**config.mk**
```make
export PLATFORM = sky130hd
export DESIGN_NAME = sss_search_ctrl
export DESIGN_NICKNAME = d
export VERILOG_FILES = /design/src/rtl/sss_pkg.sv /design/src/rtl/sss_search_ctrl.sv
export SDC_FILE = /design/constraint.sdc
export NUM_CORES = 1
export LEC_CHECK = 0
export CORE_AREA = 8 8 151 153
export CTS_CLUSTER_DIAMETER = 40
export CTS_CLUSTER_SIZE = 25
export DETAILED_ROUTE_END_ITERATION = 12
export DIE_AREA = 0 0 159 161
export PLACE_DENSITY = 0.75
export SLEW_MARGIN = 20
export SYNTH_ARGS = -nofsm -noshare
export SYNTH_HDL_FRONTEND = slang
export SYNTH_SLANG_ARGS = --single-unit
```
**constraint.sdc**
```tcl
create_clock -name clk -period 6 [get_ports clk]
set_clock_uncertainty 0.15 [all_clocks]
set_input_delay 0.6 -clock clk [delete_from_list [all_inputs] [get_ports clk]]
set_output_delay 0.6 -clock clk [all_outputs]
set_load 0.05 [all_outputs]
```
**src/rtl/sss_pkg.sv**
```systemverilog
// Shared types and constants for the SSS hypothesis search controller.
// Sequence/score widths and the FSM state encoding live here.
package sss_pkg;

    localparam int SSS_LEN  = 62;
    localparam int NUM_NID1 = 168;
    localparam int SCORE_W  = 32;

    typedef logic [SSS_LEN-1:0] sss_t;
    typedef logic [SCORE_W-1:0] score_t;

    typedef logic [2:0] state_t;
    localparam state_t S_IDLE  = 3'd0;
    localparam state_t S_FETCH = 3'd1;
    localparam state_t S_WAIT  = 3'd2;
    localparam state_t S_CMP   = 3'd3;
    localparam state_t S_DONE  = 3'd4;

endpackage

```
**src/rtl/sss_search_ctrl.sv**
```systemverilog
// Exhaustive SSS search: fetch each candidate, correlate, keep the best.
// Optional SSS_PEAK_MARGIN_EN adds second-best tracking and a margin test.
module sss_search_ctrl
    import sss_pkg::*;
#(
    parameter int NUM_CAND = NUM_NID1,
    parameter int IDX_W    = 8,
    parameter int CORR_LAT = 1,
`ifdef SSS_PEAK_MARGIN_EN
    parameter int MARGIN   = 6,
`endif
    parameter int THRESH   = 50
) (
    input  logic             clk,
    input  logic             reset,
    input  logic             start,
    input  logic [61:0]      received_sss_in,
    output logic             seq_req,
    output logic [IDX_W-1:0] seq_idx,
    input  logic             seq_valid,
    input  logic [61:0]      seq_data,
    output logic [61:0]      corr_received,
    output logic [61:0]      corr_local,
    input  logic [31:0]      corr_result,
    output logic             busy,
    output logic             done,
    output logic [IDX_W-1:0] best_idx,
    output logic [31:0]      best_score,
    output logic             found
`ifdef SSS_PEAK_MARGIN_EN
    ,
    output logic [31:0]      second_score
`endif
);

    localparam int WCNT_W = (CORR_LAT > 1) ? $clog2(CORR_LAT) : 1;

    state_t           r_state;
    logic [IDX_W-1:0] r_idx;
    logic [WCNT_W-1:0] r_wcnt;
    sss_t             r_rx;
    sss_t             r_loc;
    score_t           r_best;
    logic [IDX_W-1:0] r_bidx;
    logic             r_found;
`ifdef SSS_PEAK_MARGIN_EN
    score_t           r_second;
    score_t           w_nsec;
`endif

    logic   w_last;
    logic   w_first;
    logic   w_upd;
    score_t w_nbest;
    logic   w_found;

    assign w_last  = (r_idx == IDX_W'(NUM_CAND - 1));
    assign w_first = (r_idx == '0);

    // Strict compare so ties keep the earlier (lower) index.
    always_comb begin
        w_upd   = w_first || (corr_result > r_best);
        w_nbest = w_upd ? corr_result : r_best;
`ifdef SSS_PEAK_MARGIN_EN
        w_nsec = r_second;
        if (w_first)
            w_nsec = '0;
        else if (corr_result > r_best)
            w_nsec = r_best;
        else if (corr_result > r_second)
            w_nsec = corr_result;
        w_found = (w_nbest >= score_t'(THRESH)) &&
                  ((w_nbest - w_nsec) >= score_t'(MARGIN));
`else
        w_found = (w_nbest >= score_t'(THRESH));
`endif
    end

    always_ff @(posedge clk or posedge reset) begin
        if (reset) begin
            r_state  <= S_IDLE;
            r_idx    <= '0;
            r_wcnt   <= '0;
            r_rx     <= '0;
            r_loc    <= '0;
            r_best   <= '0;
            r_bidx   <= '0;
            r_found  <= 1'b0;
`ifdef SSS_PEAK_MARGIN_EN
            r_second <= '0;
`endif
        end else begin
            unique case (r_state)
                S_IDLE: begin
                    if (start) begin
                        r_rx     <= received_sss_in;
                        r_best   <= '0;
                        r_bidx   <= '0;
                        r_found  <= 1'b0;
                        r_idx    <= '0;
`ifdef SSS_PEAK_MARGIN_EN
                        r_second <= '0;
`endif
                        r_state  <= S_FETCH;
                    end
                end
                S_FETCH: begin
                    if (seq_valid) begin
                        r_loc   <= seq_data;
                        r_wcnt  <= '0;
                        r_state <= S_WAIT;
                    end
                end
                S_WAIT: begin
                    if (r_wcnt == WCNT_W'(CORR_LAT - 1))
                        r_state <= S_CMP;
                    else
                        r_wcnt <= r_wcnt + WCNT_W'(1);
                end
                S_CMP: begin
                    r_best <= w_nbest;
                    if (w_upd)
                        r_bidx <= r_idx;
`ifdef SSS_PEAK_MARGIN_EN
                    r_second <= w_nsec;
`endif
                    if (w_last) begin
                        r_found <= w_found;
                        r_state <= S_DONE;
                    end else begin
                        r_idx   <= r_idx + IDX_W'(1);
                        r_state <= S_FETCH;
                    end
                end
                S_DONE:  r_state <= S_IDLE;
                default: r_state <= S_IDLE;
            endcase
        end
    end

    assign seq_req       = (r_state == S_FETCH);
    assign seq_idx       = r_idx;
    assign corr_received = r_rx;
    assign corr_local    = r_loc;
    assign busy          = (r_state == S_FETCH) ||
                           (r_state == S_WAIT)  ||
                           (r_state == S_CMP);
    assign done          = (r_state == S_DONE);
    assign best_idx      = r_bidx;
    assign best_score    = r_best;
    assign found         = r_found;
`ifdef SSS_PEAK_MARGIN_EN
    assign second_score  = r_second;
`endif

endmodule
```
==> flow_summary.json <==
{
  "status": "finished clean",
  "worstSetupPathType": "input pin to flip-flop",
  "drtIter0Drc": 342,
  "yosysMostFrequentCell": "nand2_1",
  "drc": 0,
  "pwr_density_cell_nw_per_um2": 654,
  "wirelength_um": 25300,
  "setup_viol_count_final": 0,
  "post_cts_resized": 0,
  "die_h_um": 161,
  "grt_usage_pct": 19.6,
  "dp_cells": 1328,
  "drtAntennaViolNets": 0,
  "htree_levels": 4,
  "initial_utilization_pct": 38.9,
  "grt_pass1_vias": 6759,
  "grt.overflow.total": 0,
  "tightestPinTransition_ns": 0.889,
  "via_per_inst": 4.82,
  "drt-pass1-iter-count": 6,
  "synth_warnings": 0,
  "nets": 1266,
  "hold_slack_ns": 0.326,
  "area.growth.synth_to_final_pct": 52.8,
  "maxSlewHeadroom_pct": 40.7,
  "yosysUniqueCellTypes": 43,
  "rows": 53,
  "grt_max_degree": 87,
  "rsz0062_at_grt": "false",
  "dieArea_um2": 25600,
  "fmax_ghz": 0.289,
  "p_int_mw": 4.02,
  "hold_buffers": 0,
  "diodes": 0,
  "clock_sinks": 176,
  "vias": 6557,
  "clkLatencyLatePin_ns": 0.43,
  "cts_setup_buffers": 0,
  "root_buffer": "clkbuf_16",
  "maxCapViolations": 0,
  "layout-drive-gt1-share_pct": 12.2,
  "p_leak_nw": 5.60,
  "required_ns": 6.20,
  "synthTopCellsByArea": "dfrtp_1, nand2_1, mux2_2",
  "setup_tns_ns": 0,
  "yosysTopAreaCellShare_pct": 55.1,
  "critPathMaxFanout": 34,
  "hold_path_class": "flip-flop to flip-flop",
  "grtUsageMet2_pct": 33.0,
  "power_frac_clock_pct": 13.8,
  "synth_commonest_cells": "nand2_1, dfrtp_1, mux2_2",
  "post-route-min-period_ns": 3.46,
  "synthCells": 743,
  "clkSlewWorstSetupHoldPaths_ns": 0.07,
  "floorplan.io_pins": 336,
  "finish.utilization_pct": 59.4,
  "core_um2": 20600,
  "synth_seq_area_share_pct": 55.1,
  "grtUsageMet3_pct": 6.34,
  "cts_buffers": 17,
  "grt.busiest_layer": "met2",
  "io_buffers": 335,
  "fin_crit_sh_pct": 57.6,
  "synth_flop_cell": "dfrtp_1",
  "cts_tree": "built",
  "place_congestion": 0.844,
  "synth_edf_count": 0,
  "critical_path_arrival_ns": 3.66,
  "synthesis.area_um2": 7990,
  "syn_nets": 937,
  "syn_avg_cell_area_um2": 10.8,
  "fin_cells": 1360,
  "globalRouteMet1Util_pct": 23.1,
  "async_flop_share_pct": 100,
  "antenna_found_initial": 0,
  "grt_first_pass_wirelength_um": 39700,
  "routedWlPerCell_um": 18.6,
  "switching_share_pct": 49.6,
  "seqPwrFrac_pct": 26.4,
  "endpoint_kind": "flip-flop",
  "synth_area_leader_cell": "dfrtp_1",
  "hold_viol": 0,
  "ys_ff_latch": 176,
  "crit_path_start_kind": "input pin",
  "maxSlewViolCount": 0,
  "dp_hpwl_um": 19200,
  "power_switching_mw": 3.96,
  "comb_power_share_pct": 59.9,
  "ir_worst_vdd_mv": 0.384,
  "die_x_um": 159,
  "cts_max_path_buffers": 2
}
placed cells by master, fill, tap and decap left out, types with 3 or more instances in the layout:
master	Yosys	final
nor2_1	41	41
mux2_2	61	61
buf_4	0	7
nand4_1	14	14
xnor2_1	6	6
ha_1	34	34
nand3_1	7	7
nor4_1	13	13
mux2_4	27	27
clkinv_4	0	4
nor3_1	5	5
clkinv_8	0	3
o21ai_0	5	5
or3_1	3	3
clkdlybuf4s50_1	0	335
a21oi_1	15	15
clkbuf_16	0	17
nand2_1	210	210
a211oi_1	3	3
mux2i_1	13	13
inv_8	0	6
inv_1	47	46
dfrtp_1	176	176
power by group through the flow:
stage | logic, mW | registers, mW | clock network [mW]
final | 4.78 | 2.11 | 1.10
after global routing | 5.03 | 2.19 | 1.17
after CTS | 4.82 | 2.11 | 1.13
after detailed placement | 4.81 | 2.12 | 0
after global placement | 4.76 | 2.10 | 0
after floorplan | 1.29 | 3.98 | 0
path summary, 6_finish.rpt:
kind / end / depth (start not counted) / from / slack (ns)
setup / recovery: best_idx[3] / 9 / corr_result[31] / 2.54
setup reg to reg: best_idx[3] / 9 / best_score[15] / 2.76
max in group asynchronous: best_score[1] / 3 / reset / 4.02
min in group asynchronous: corr_received[31] / 2 / reset / 0.57
hold / removal: corr_received[10] / 2 / corr_received[10] / 0.33
hold reg to reg: corr_received[10] / 2 / corr_received[10] / 0.33
critical path, stage by stage:
cell	delay [ns]
clkdlybuf4s50_1	0.49
ha_1	0.36
and4_1	0.22
a21oi_1	0.15
o311ai_0	0.14
nor3b_1	0.51
o22a_4	0.67
buf_4	0.30
mux2i_1	0.20
sequential cells by signal, summed over array words and instances (netlist names):
signal / cells
seq_idx: 8
found: 1
r_state: 3
best_idx: 8
corr_local: 62
best_score: 32
corr_received: 62
area by class of cell:
| class | count | area, um^2 |
|---|---|---|
| multi-input combinational | 488 | 3280 |
| inverter | 47 | 181 |
| fill | 1696 | 8350 |
| clock inverter | 15 | 165 |
| timing repair buffer | 342 | 3410 |
| tap | 275 | 344 |
| sequential | 176 | 4400 |
| clock buffer | 17 | 425 |
stage by stage:
stage / instance area [um^2] / power [mW] / setup slack (ns)
2_1_floorplan: 7990 / 5.27 / 0.476
6_report: 12200 / 7.98 / 2.54
5_1_grt: 12200 / 8.39 / 2.28
3_5_place_dp: 11600 / 6.93 / 1.81
4_1_cts: 12200 / 8.06 / 2.25
3_3_place_gp: 11600 / 6.86 / 1.92
cells by family after synthesis:
group,after synthesis,synth area share (%)
compound gates,37,2.99
xor+xnor,6,0.658
fa+ha+maj,34,5.32
buf+inv,79,4.01
flops,176,55.1
mux,103,15.6
simple gates,308,16.3
per-layer routing:
metal	routed length, um	vias to the layer above
li1	-	3130
met1	10300	3159
met2	12500	246
met3	1960	22
met4	522	0
met5	0	-
(Power assumes the default switching activity.)
==> RTL change 1: new RTL, same settings <==
`IDX_W`: 8 -> 7.
--- a/src/rtl/sss_search_ctrl.sv
+++ b/src/rtl/sss_search_ctrl.sv
@@ -5,5 +5,5 @@
 #(
     parameter int NUM_CAND = NUM_NID1,
-    parameter int IDX_W    = 8,
+    parameter int IDX_W    = 7,
     parameter int CORR_LAT = 1,
 `ifdef SSS_PEAK_MARGIN_EN
Ports: changed (resized best_idx and seq_idx); port bits go from 336 to 334. No check against the original RTL was run, so the function may have changed too.
==> RTL change 1 against the unedited design <==
Sequential power fell by 2%. Sequential share of layout area up 0.22 points. Sequential cell count is 2 lower. Synthesized area shrank 2.9%. Routed wire length decreased by 4.8%. Setup slack lost 49 ps. Total power down 1.9%. Design area is 1.7% lower. Worst hold slack hardly changed. Die area stayed put. Global-route usage down 0.82 points. Largest power group unchanged.
==> RTL change 1: results (changes against the unedited design) <==
- Fmax: 285 MHz (-1.4%)
- GR Util All Layers: 0.187 (-0.00815)
- Fin nets: 1,248 (-1.4%)
- Number of non-clock buffers in the layout: 340 (-0.58%)
- First-pass GRT wire length: 38.3 mm (-3.5%)
- FF+latch area: 4350 µm² (-1.1%)
- Critical Path AT: 3660 ps (about the same)
- Largest net degree at the start of global routing: 102 (+17%)
- Synth area leaders: dfrtp_1 (56%), mux2_2 (13%), nand2_1 (9.9%)
- Unique cell type count in the Yosys netlist: 37 (-14%)
- Placed cell area: 11,400 µm² (-2.0%)
- Slew @ Worst Pin: 947 ps (+58.3 ps)
- Outcome: completed
- CP max stage cell: clkdlybuf4s50_1
- Grt met2 use: 0.313 (-0.0173)
- Routability cong.: 0.861 (+2.0%)
- Gate Count Post-Synth: 727 (-2.2%)
- FFs & Latches: 174 (-1.1%)
- Grt met3 use: 0.0687 (+0.00534)
- Detail Route met3 WL: 1.96 mm (-0.31%)
- Met1 Usage GRT: 0.225 (-0.00663)
- Via Count: 6,342 (-3.3%)
- Layout Cells excl Fill: 1,342 (-1.3%)
- Router iterations before antenna repair: 5 (-1)
- Clock Pin Slew Worst Setup and Hold Paths: 70 ps (about the same)
- WL met2: 11.9 mm (-4.8%)
- Clock Path Buffers: 2 (unchanged)
- Critical Path Max Stage Delay: 510 ps (-160 ps)
- Clk tree area frac: 0.0516 (+0.00326)
- NonClk Buf Share: 0.283 (+0.00432)
- Leak: 0.00533 µW (-4.7%)
- Sequential-to-total area share from yosys stat: 0.561 (+0.00999)
- WL met1: 9.97 mm (-3.7%)
- Non-clock inverters: 43 (-8.5%)
- Main flop type after synthesis: dfrtp_1
- Clock latency on the worst-skew pair: 420 ps
- Synth Net Count: 921 (-1.7%)
- Multi-input gates: 478 (-2.0%)
- Share of cells above drive strength 1: 0.129 (+0.00768)
- NetSw: 3860 µW (-2.5%)
- Flop+latch power: 2060 µW (-2%)
- Port bufs: 333 (-0.60%)
- Post-Place Setup Slack: 2090 ps (+276 ps)
- CP Max Fanout: 21 (-38%)
- Wire per inst: 17.9 µm (-3.5%)
- Finished Cell Area: 12,000 µm² (-1.7%)
- Maximum VDD drop: 296 µV (-23%)
- Total power: 7830 µW (-1.9%)
- Multi-input logic area: 3110 µm² (-5.1%)
- Comb pwr share: 0.591 (-0.008)
- Initial antenna violation count: 0 (unchanged)
- HPWL after detailed placement: 18.2 mm (-5.3%)
- Ranking of synthesized cells by instance count: nand2_1 (204), dfrtp_1 (174), mux2_2 (92), nor2_1 (46), inv_1 (43)
- Crit-path leading delay family: simple AND/OR/NAND/NOR gates
- Initial DRC Count: 299 (-13%)
- Fill cell count: 1,735 (+2.3%)
- Vias in the first global route: 6,798 (+0.58%)
[RTL change 1: cell count changes in the layout (fill, tap and decap cells not counted), sizes merged, moves of 4 or more]
cell   before  now
inv        54   50
mux2       90   94
nand2     210  204
nor2       41   47
[RTL change 1: path summary, 6_finish.rpt]
path,start,endpoint,slack [ps]
max,corr_result[31],best_score[31],2490
min,corr_received[0],corr_received[0],330
max reg2reg,best_score[27],best_score[31],2740
min reg2reg,corr_received[0],corr_received[0],330
max in group asynchronous,reset,best_score[31],4150
min in group asynchronous,reset,corr_local[49],580
[RTL change 1: cells by family after synthesis]
| group | Yosys count | share of synthesized area |
|---|---|---|
| AO/OA/AOI/OAI | 32 | 0.0253 |
| XOR/XNOR | 5 | 0.00564 |
| adder cells (fa/ha/maj) | 34 | 0.0548 |
| buffers and inverters | 75 | 0.0395 |
| flip-flops | 174 | 0.561 |
| multiplexers | 104 | 0.150 |
| AND/OR/NAND/NOR | 303 | 0.163 |
==> RTL change 2: new RTL, same settings <==
Made on the original files. Put one more register stage on the output `best_score`, without a reset. The value now appears one clock later. The other outputs are not delayed to match.
--- a/src/rtl/sss_search_ctrl.sv
+++ b/src/rtl/sss_search_ctrl.sv
@@ -148,5 +148,7 @@
     assign done          = (r_state == S_DONE);
     assign best_idx      = r_bidx;
-    assign best_score    = r_best;
+    always_ff @(posedge clk) begin
+        best_score <= r_best;
+    end
     assign found         = r_found;
 `ifdef SSS_PEAK_MARGIN_EN
Check against the original RTL: not equivalent (Yosys sat finds a counterexample within 10 cycles, from zero or initial values and one cycle with reset high).
==> RTL change 2 against the unedited design <==
Synthesized area rose by 7.0%. Sequential power up 15%. Routed wire length decreased by 0.38%. Design area is 9.5% higher. First-iteration DRC count fell by 30%. Total power increased by 15%. Sequential cell count is 32 higher. Setup slack got worse by 77 ps.
==> RTL change 2: results (changes against the unedited design) <==
- Worst hold path stage count: 0 (-2)
- Worst r2r src: r_best[27]
- Synth area leaders: dfrtp_1 (52%), mux2_2 (20%), dfxtp_1 (7.5%)
- Synth Net Count: 826 (-12%)
- Initial DRC Count: 240 (-30%)
- Sequential-to-total area share from yosys stat: 0.590 (+0.0390)
- First-pass GRT wire length: 39.5 mm (-0.38%)
- GR Util All Layers: 0.194 (-0.00197)
- Initial antenna violation count: 1 (+1)
- Share of synthesized flip-flops with an asynchronous set or reset: 0.846 (-0.154)
- R2r setup slk: 2660 ps (-100 ps)
- Maximum VDD drop: 369 µV (-3.8%)
- CP Max Fanout: 30 (-12%)
- Num CTS Buffers: 34 (+17)
- Outcome: completed
- Slew @ Worst Pin: 881 ps (-8.51 ps)
- Detail Route met3 WL: 2.19 mm (+12%)
- Critical Path Max Stage Delay: 500 ps (-170 ps)
- Routability cong.: 0.844 (about the same)
- Htree depth: 2 (-2)
- Critical Path AT: 3750 ps (+90 ps)
- Fill cell count: 1,584 (-6.6%)
- Router iterations before antenna repair: 4 (-2)
- Vias in the first global route: 6,831 (+1.1%)
- RR Endpoint: r_best[20]
- Share of cells above drive strength 1: 0.230 (+0.108)
- HPWL after detailed placement: 18.9 mm (-1.8%)
- Adder-cell share of the synthesized area: 0.0498 (-0.00348)
- Wire per inst: 19.6 µm (+5.4%)
- Ranking of synthesized cells by instance count: dfrtp_1 (176), mux2_2 (153), nor2_1 (45), inv_1 (36), ha_1 (34)
- Net Sw Frac: 0.438 (-0.0578)
- Xor-xnor portion of the synthesized cell area: 0.00615 (-0.000429)
- Largest net degree at the start of global routing: 100 (+15%)
- Placed cell area: 12,200 µm² (+4.9%)
- Leak: 0.00572 µW (+2.3%)
- Post-Place Setup Slack: 1970 ps (+163 ps)
- Post-synthesis mux area share: 0.220 (+0.0645)
- Clock latency on the worst-skew pair: 490 ps (+60 ps)
- Min Hold Slack: 222 ps (-103 ps)
-- RTL change 2: cell count changes in the layout (fill, tap and decap cells not counted), sizes merged, moves of 9 or more --
cell    unedited run  this run
clkbuf            17        37
dfxtp              0        32
inv               54        42
mux2              90       161
mux2i             13         4
nand2            210        13
-- RTL change 2: logic make-up after synthesis --
family	after synthesis
AND/OR/NAND/NOR	120
adder cells (fa/ha/maj)	34
XOR/XNOR	6
multiplexers	165
AO/OA/AOI/OAI	38
buffers and inverters	61
flip-flops	208
-- RTL change 2: cell type report --
cell class,count,area [µm²],share of cell area
sequential,208,5040,0.377
multi-input combinational,363,3250,0.243
timing repair buffer,341,3400,0.254
clock buffer,37,893,0.0668
inverter,36,140,0.0105
tap,275,344,0.0257
antenna,1,2.50,0.000187
clock inverter,24,302,0.0225
-- RTL change 2: metrics by stage --
stage | cells | util
3_5_place_dp | 1223 | 0.592
3_3_place_gp | 1223 | 0.592
5_1_grt | 1285 | 0.651
6_report | 1285 | 0.651
4_1_cts | 1284 | 0.650
2_1_floorplan | 632 | -
-- RTL change 2: layer usage --
metal | vias up | global-route usage
met5 | - | 0
met2 | 250 | 0.333
met3 | 38 | 0.0753
li1 | 2939 | -
met1 | 3063 | 0.219
met4 | 0 | 0.0605
-- RTL change 2: worst max-delay path by stage --
stage,from,end,cells after the start
global route,corr_result[30],r_best[6],9
detailed placement,corr_result[30],r_best[21],9
floorplan,reset,best_idx[0],1
global placement,corr_result[30],r_best[19],9
finish,corr_result[30],r_best[20],9
CTS,corr_result[30],r_best[13],9
-- RTL change 2: critical path, delay by kind of cell --
family	cells	cell delay [ps]
AOI/OAI and AO/OA	3	730
buffers and inverters	2	990
muxes	1	390
and+or+nand+nor	2	630
adders and majority gates	1	370
-- RTL change 2: power groups by stage --
stage               Sequential (µW)  Combinational, µW  Clock (µW)
floorplan                      4320               1270           0
global placement               2410               4740           0
detailed placement             2450               4780           0
CTS                            2430               4800        2050
global route                   2510               4970        2120
finish                         2420               4750        2000
